==> config.mk <==
export PLATFORM = sky130hd
export DESIGN_NAME = score_display_mux
export DESIGN_NICKNAME = d
export VERILOG_FILES = /design/src/rtl/score_display_mux.sv
export SDC_FILE = /design/constraint.sdc
export NUM_CORES = 1
export LEC_CHECK = 0
export CAP_MARGIN = 20
export CORE_ASPECT_RATIO = 1.75
export CORE_UTILIZATION = 30
export CTS_BUF_LIST = sky130_fd_sc_hd__clkbuf_8
export CTS_CLUSTER_SIZE = 8
export DETAILED_ROUTE_END_ITERATION = 10
export PLACE_DENSITY = 0.52
export SLEW_MARGIN = 25
export SYNTH_ARGS = -nofsm -noshare
export SYNTH_HDL_FRONTEND = slang
export SYNTH_SLANG_ARGS = --single-unit
==> constraint.sdc <==
create_clock -name clock -period 2.2 [get_ports clock]
set_input_delay 0.33 -clock clock [delete_from_list [all_inputs] [get_ports clock]]
set_output_delay 0.33 -clock clock [all_outputs]
set_load 0.03 [all_outputs]
==> src/rtl/score_display_mux.sv <==
// Multi-digit 7-segment score driver: saturating load, sequential double-dabble BCD
// conversion, and a time-multiplexed digit scan. Define SEG_LZ_BLANK_EN for leading-zero blanking.
module score_display_mux #(
  parameter int unsigned DIGITS      = 3,
  parameter int unsigned WIDTH       = 10,
  parameter int unsigned REFRESH_DIV = 50000
) (
  input  logic              clock,
  input  logic              reset,
  input  logic              change_score,
  input  logic [WIDTH-1:0]  number,
  output logic              busy,
  output logic [DIGITS-1:0] cathode,
  output logic [6:0]        segments
);

  localparam int unsigned BCD_W = 4 * DIGITS;
  localparam int unsigned CNT_W = $clog2(WIDTH + 1);
  localparam int unsigned IDX_W = (DIGITS > 1) ? $clog2(DIGITS) : 1;
  localparam int unsigned PRE_W = (REFRESH_DIV > 1) ? $clog2(REFRESH_DIV) : 1;
  localparam int unsigned MAXV  = 10 ** DIGITS - 1;

  localparam logic [1:0] ST_IDLE   = 2'd0;
  localparam logic [1:0] ST_SHIFT  = 2'd1;
  localparam logic [1:0] ST_COMMIT = 2'd2;

  logic [1:0]        state_q, state_d;
  logic [WIDTH-1:0]  bin_q, bin_d;
  logic [BCD_W-1:0]  bcd_q, bcd_d;
  logic [BCD_W-1:0]  disp_q, disp_d;
  logic [CNT_W-1:0]  cnt_q, cnt_d;
  logic [BCD_W-1:0]  adj;
  logic [WIDTH-1:0]  sat;
  logic              busy_d;

  logic [PRE_W-1:0]  pre_q, pre_d;
  logic [IDX_W-1:0]  idx_q, idx_d;
  logic [3:0]        nib;
  logic [DIGITS-1:0] cath_d;
  logic [6:0]        seg_d;
`ifdef SEG_LZ_BLANK_EN
  logic              lead_zero;
`endif

  function automatic logic [6:0] seg_decode(input logic [3:0] d);
    case (d)
      4'd0:    return 7'b1111110;
      4'd1:    return 7'b0110000;
      4'd2:    return 7'b1101101;
      4'd3:    return 7'b1111001;
      4'd4:    return 7'b0110011;
      4'd5:    return 7'b1011011;
      4'd6:    return 7'b1011111;
      4'd7:    return 7'b1110000;
      4'd8:    return 7'b1111111;
      4'd9:    return 7'b1111011;
      default: return 7'b0000000;
    endcase
  endfunction

  // Clamp to the largest value the digits can show.
  always_comb begin
    sat = number;
    if (32'(number) > MAXV) sat = WIDTH'(MAXV);
  end

  // Conversion FSM; a load strobe in any state restarts and suppresses a pending commit.
  always_comb begin
    state_d = state_q;
    bin_d   = bin_q;
    bcd_d   = bcd_q;
    cnt_d   = cnt_q;
    disp_d  = disp_q;
    adj     = bcd_q;
    if (change_score) begin
      state_d = ST_SHIFT;
      bin_d   = sat;
      bcd_d   = '0;
      cnt_d   = '0;
    end else begin
      case (state_q)
        ST_SHIFT: begin
          for (int k = 0; k < DIGITS; k++) begin
            if (adj[4*k +: 4] >= 4'd5) adj[4*k +: 4] = adj[4*k +: 4] + 4'd3;
          end
          {bcd_d, bin_d} = {adj, bin_q} << 1;
          cnt_d = CNT_W'(cnt_q + 1'b1);
          if (cnt_q == CNT_W'(WIDTH - 1)) state_d = ST_COMMIT;
        end
        ST_COMMIT: begin
          disp_d  = bcd_q;
          state_d = ST_IDLE;
        end
        default: ;
      endcase
    end
    busy_d = (state_d != ST_IDLE);
  end

  // Scan prescaler/index and the next cathode/segment pattern.
  always_comb begin
    pre_d = PRE_W'(pre_q + 1'b1);
    idx_d = idx_q;
    if (pre_q == PRE_W'(REFRESH_DIV - 1)) begin
      pre_d = '0;
      idx_d = (idx_q == IDX_W'(DIGITS - 1)) ? '0 : IDX_W'(idx_q + 1'b1);
    end
    nib = '0;
    for (int i = 0; i < DIGITS; i++) begin
      if (idx_q == IDX_W'(i)) nib = disp_q[4*(DIGITS-1-i) +: 4];
    end
    cath_d = ~(DIGITS'(1) << idx_q);
    seg_d  = seg_decode(nib);
`ifdef SEG_LZ_BLANK_EN
    lead_zero = 1'b1;
    for (int i = 0; i < DIGITS; i++) begin
      if (IDX_W'(i) <= idx_q && disp_q[4*(DIGITS-1-i) +: 4] != 4'd0) lead_zero = 1'b0;
    end
    if (lead_zero && idx_q != IDX_W'(DIGITS - 1)) seg_d = 7'b0000000;
`endif
  end

  always_ff @(posedge clock or posedge reset) begin
    if (reset) begin
      state_q  <= ST_IDLE;
      bin_q    <= '0;
      bcd_q    <= '0;
      disp_q   <= '0;
      cnt_q    <= '0;
      busy     <= 1'b0;
      pre_q    <= '0;
      idx_q    <= '0;
      cathode  <= '1;
      segments <= 7'b0000000;
    end else begin
      state_q  <= state_d;
      bin_q    <= bin_d;
      bcd_q    <= bcd_d;
      disp_q   <= disp_d;
      cnt_q    <= cnt_d;
      busy     <= busy_d;
      pre_q    <= pre_d;
      idx_q    <= idx_d;
      cathode  <= cath_d;
      segments <= seg_d;
    end
  end

endmodule

==> impl_metrics.yaml, run 1 <==
worst_setup_path:
  cp_data_arrival_time_ns: 1.52
  reg2reg_to: "segments[1]"
  end_kind: "output port"
  slowest_stage: "clkdlybuf4s50_1"
  max_stage_delay_ns: 0.66
  r2r_cells: 6
  crit_path_start_kind: "flip-flop"
  rrSetupSlack_ns: 0.51
  worstReg2RegStart: "idx_q[0]"
  cp_cell_sequence: "clkdlybuf4s50_1"
  critPathMaxFanout: 1
  critPathKind: "flip-flop to output port"
  critPathBufInv: 1
  cp_top_family: "buffers and inverters"
  required_ns: 1.87
clock_network:
  cts_setup_buffers: 0
  ctsHtreeMaxLevel: 3
  cts_root_buf: "clkbuf_8"
  cts_resized: 0
  numCtsBuffers: 9
  holdBufCountCts: 0
  clockBufferDepth: 2
  cts_tree: "built"
  path_clk_slew_ns: 0.07
  cts.sinks: 69
  worstSkewPairLatency_ns: 0.35
timing:
  hold_viol: 0
  fmax_mhz: 540
  slew_violations: 0
  fin_crit_ns: 1.85
  setup_violations: 0
  rsz0062_at_grt: "no"
  fin_setup_tns_ns: 0
  tightest_slew_ns: 0.406
  fin_worst_skew_ns: 0.00613
  hold_ws_ns: 0.367
  slew_headroom: 0.729
  fin_crit_sh: 0.842
synthesis:
  synth-seq-cells: 69
  syn_area_per_cell_sq_um: 10.6
  synth_top_area_cell: "dfrtp_1"
  synth_edf_count: 0
  synth_top_area_frac: 0.487
  syn_nets: 349
  synthTopCellsByArea: "dfrtp_1 49%, ha_1 6.3%, mux2i_1 5.9%, o21ai_1 3.7%, nand2_1 3.5%"
  synth.yosys.seq_area_share: 0.510
  synth-async-reset-ratio: 1.00
  synth_common_cells: "66 x dfrtp_1, 32 x nand2_1, 29 x nor2_1"
  yosys_warnings: 0
  yosysUniqueCellTypes: 46
  ys.flop_type: "dfrtp_1"
  synth_cells: 319
  syn_area_sq_um: 3390
  synth_most_common_cell: "dfrtp_1"
die:
  start_util: 0.307
  core_sq_um: 11000
  io_pins: 24
  die-area_sq_um: 11800
  die_w_microns: 82.4
  die_h_microns: 143
  rows: 51
power_and_ir_drop:
  peakVddDrop_v: 0.000322
  swShare: 0.262
  clkPwrFrac: 0.363
  pwr-share-seq: 0.500
  combPwrFrac: 0.137
  power.density_nw_per_um2: 700
  power.leakage_uw: 0.00186
  p_int_uw: 2050
  power_uw: 2780
  switchingPower_uw: 730
routing:
  ant_nets: 0
  num_vias: 2264
  routedWlPerCell_microns: 12.4
  drc: 0
  first_iter_violations: 72
  post_drt_via_cell_ratio: 4.67
  postRouteWirelength_mm: 6.03
  firstDrtPassIters: 4
global_routing:
  grt.overflow.total: 0
  antenna_found_initial: 0
  grt_max_degree: 70
  gr-usage-all-layers: 0.121
  first_global_vias: 2313
  grt_pass1_wl_mm: 10.7
finish:
  area_growth_pct: 17.2
  layout-drive-gt1-share: 0.125
  fillers: 1141
  fin_area_sq_um: 3980
  final_nets: 378
  num_antenna_cells: 0
flow_run:
  maxCapViolCount: 0
status:
  outcome: "complete, no violations"
place:
  io_buffers: 23
  place_area_sq_um: 3780
  gp_congestion: 0.713
  hpwl_mm: 4.23
worst_hold_path:
  holdCritPathClass: "input port to async pin"
-- how the worst max path moves through the flow --
stage	start	end	slack, ns	depth (start not counted)
floorplan	reset	bcd_q[0]	0.14	1
global placement	change_score	bin_q[1]	0.50	5
detailed placement	change_score	disp_q[10]	0.49	4
CTS	cathode[0]	cathode[0]	0.32	1
global route	cathode[0]	cathode[0]	0.28	1
finish	cathode[0]	cathode[0]	0.35	1
-- placed cells by master, fill, tap and decap left out, types with 2 or more instances in the layout --
master           Yosys  layout
a21o_1               2       2
a21oi_1             13      13
and4_1               2       2
buf_4                1       6
clkbuf_8             0      10
clkdlybuf4s50_1      0      23
clkinv_2             0       4
dfrtp_1             66      66
dfstp_2              3       3
ha_1                17      17
inv_1               13      13
inv_2                5       6
mux2_1               6       6
mux2i_1             20      20
nand2_1             32      32
nand2b_1             8       8
nand3_1              9       9
nand4_1              6       6
nor2_1              29      29
nor2b_1              2       2
o211ai_1             2       2
o21ai_1             25      25
o22ai_1              4       4
xnor2_1             13      13
xor2_1               9       9
-- metrics by stage --
step | std cells | worst slack [ns] | util
2_1_floorplan | 319 | 0.135 | -
3_3_place_gp | 469 | 0.499 | 0.343
3_5_place_dp | 469 | 0.488 | 0.343
4_1_cts | 485 | 0.316 | 0.360
5_1_grt | 485 | 0.279 | 0.360
6_report | 485 | 0.348 | 0.360
-- flip-flops by register name (all words and copies together) (netlist names) --
| signal | count |
|---|---|
| pre_q | 16 |
| bcd_q | 12 |
| disp_q | 12 |
| bin_q | 10 |
| segments | 7 |
| cnt_q | 4 |
| cathode | 3 |
| idx_q | 2 |
| state_q | 2 |
| busy | 1 |
-- power groups by stage --
stage | combinational [uW] | sequential (uW) | clock (uW)
after global placement | 380 | 1420 | 0
final | 380 | 1390 | 1010
after global routing | 434 | 1400 | 1120
after floorplan | 281 | 1410 | 0
after detailed placement | 387 | 1420 | 0
after CTS | 389 | 1390 | 1060
-- kinds of logic (layout without fill, tap and decap cells) --
group / after synthesis / count (layout) / share of synthesized area
AO/OA/AOI/OAI: 54 / 54 / 0.0988
XOR/XNOR: 22 / 22 / 0.0568
adder cells (fa/ha/maj): 17 / 17 / 0.0627
buffers and inverters: 30 / 64 / 0.0402
flip-flops: 69 / 69 / 0.510
multiplexers: 27 / 27 / 0.0833
AND/OR/NAND/NOR: 100 / 100 / 0.148
-- layout make-up --
cell class | instances | area (sq um) | area share
tap | 132 | 165 | 0.0415
sequential | 69 | 1730 | 0.435
timing repair buffer | 30 | 295 | 0.0743
inverter | 18 | 67.6 | 0.0170
clock inverter | 6 | 53.8 | 0.0135
clock buffer | 10 | 138 | 0.0346
multi-input combinational | 220 | 1530 | 0.384
-- metal layers --
metal | up-vias | global-route usage | part of all wire
met5 | - | 0 | 0
met4 | 0 | 0.0471 | 0.019
met3 | 11 | 0.0390 | 0.035
met2 | 32 | 0.204 | 0.52
met1 | 1084 | 0.139 | 0.42
li1 | 1137 | - | -
Power figures use the tool's default switching activity.
==> run 2, diff against run 1 <==
==> constraint.sdc (replaced) <==
create_clock -name clock -period 1.9 [get_ports clock]
set_input_delay 0.285 -clock clock [delete_from_list [all_inputs] [get_ports clock]]
set_output_delay 0.285 -clock clock [all_outputs]
set_load 0.03 [all_outputs]
==> impl_metrics.yaml, run 2 (synthesis gave the netlist of run 1 again) <==
status:
  outcome: "complete, no violations"
die:
  die-area_sq_um: 11800
  die_w_microns: 82.4
  start_util: 0.307
  die_h_microns: 143
  rows: 51
  io_pins: 24
  core_sq_um: 11000
worst_setup_path:
  required_ns: 1.62
  cp_cell_sequence: "clkdlybuf4s50_1"
  critPathKind: "flip-flop to output port"
  cp_top_family: "buffers and inverters"
  end_kind: "output port"
  max_stage_delay_ns: 0.66
  critPathMaxFanout: 1
  cp_data_arrival_time_ns: 1.52
  critPathBufInv: 1
  slowest_stage: "clkdlybuf4s50_1"
  crit_path_start_kind: "flip-flop"
finish:
  fin_area_sq_um: 4030
  fin_util: 0.365
  layout_commonest_cell: "dfrtp_1"
  final_cell_mix: "66 x dfrtp_1, 32 x nand2_1, 29 x nor2_1"
  final_nets: 383
  regMostFlops: "pre_q"
  area_growth_pct: 18.7
  largest_register_ffs: 16
  largest_registers: "pre_q x16, bcd_q x12, disp_q x12"
  num_antenna_cells: 0
  layout-drive-gt1-share: 0.137
clock_network:
  cts_tree: "built"
  numCtsBuffers: 9
  clockBufferDepth: 2
  cts_root_buf: "clkbuf_8"
  ctsHtreeMaxLevel: 3
  worstSkewPairLatency_ns: 0.35
  cts_setup_buffers: 0
  holdBufCountCts: 0
  path_clk_slew_ns: 0.07
  cts_resized: 0
  cts.sinks: 69
timing:
  hold_viol: 0
  layout_setup_ws_ns: 0.0923
  fin_crit_ns: 1.81
  slew_violations: 0
  fin_worst_skew_ns: 0.00834
  setup_violations: 0
  tightest_slew_ns: 0.526
  rsz0062_at_grt: "no"
  fmax_mhz: 553
  fin_setup_tns_ns: 0
  slew_headroom: 0.649
  fin_crit_sh: 0.951
routing:
  first_iter_violations: 45
  num_vias: 2267
  post_drt_via_cell_ratio: 4.63
  firstDrtPassIters: 4
  postRouteWirelength_mm: 6.08
  routedWlPerCell_microns: 12.4
  ant_nets: 0
  drc: 0
global_routing:
  grt.overflow.total: 0
  antenna_found_initial: 0
  grt_pass1_wl_mm: 10.9
  gr-usage-all-layers: 0.124
  first_global_vias: 2335
  grt_max_degree: 32
place:
  io_buffers: 23
  place_area_sq_um: 3840
  hpwl_mm: 4.55
  gp_congestion: 0.734
  dp_slack_ns: 0.229
power_and_ir_drop:
  power.density_nw_per_um2: 788
  power.leakage_uw: 0.00188
  peakVddDrop_v: 0.000371
worst_hold_path:
  holdCritPathClass: "input port to async pin"
flow_run:
  maxCapViolCount: 0
## run 2: cell type report
type	instances	area (sq um)
inverter	18	71.3
fill	1114	7010
tap	132	165
clock buffer	12	165
clock inverter	4	22.5
timing repair buffer	35	345
multi-input combinational	220	1530
sequential	69	1730
## run 2: worst paths after layout
path	startpoint	endpoint	slack [ns]	cells past startpoint
min	reset	pre_q[5]	0.32	2
max	cathode[0]	cathode[0]	0.09	1
max reg2reg	idx_q[0]	segments[2]	0.25	6
max in group asynchronous	reset	segments[2]	1.09	3
min in group clock	pre_q[0]	pre_q[0]	0.49	1
min reg2reg	pre_q[0]	pre_q[0]	0.49	1
## run 2: metrics by stage
stage | std cells | hold WS (ns) | total power (uW)
floorplan | 319 | 0.412 | 1960
global placement | 474 | 0.460 | 2090
detailed placement | 474 | 0.480 | 2100
CTS | 490 | 0.337 | 3230
global route | 490 | 0.358 | 3360
finish | 490 | 0.323 | 3170
## run 2: report_power, final
part	internal, uW	total, uW	leakage, uW	switching (uW)
logic	210	452	0.000904	242
registers	1550	1610	0.000873	65.2
clock network	574	1110	0.000104	538
total	2330	3170	0.00188	845
## run 2: routing by layer
metal / up-vias / share of wire / GRT usage
li1: 1153 / - / -
met1: 1079 / 0.40 / 0.135
met2: 25 / 0.55 / 0.214
met3: 10 / 0.024 / 0.0268
met4: 0 / 0.025 / 0.0720
met5: - / 0 / 0
==> run 3, diff against run 2 <==
--- a/config.mk
+++ b/config.mk
@@ -7,6 +7,7 @@
 export LEC_CHECK = 0
 export CAP_MARGIN = 20
 export CORE_ASPECT_RATIO = 1.75
+export CORE_MARGIN = 1
 export CORE_UTILIZATION = 30
 export CTS_BUF_LIST = sky130_fd_sc_hd__clkbuf_8
 export CTS_CLUSTER_SIZE = 8
==> results of run 3 <==
The final DEF is identical to that of run 2; final timing and power are the same.
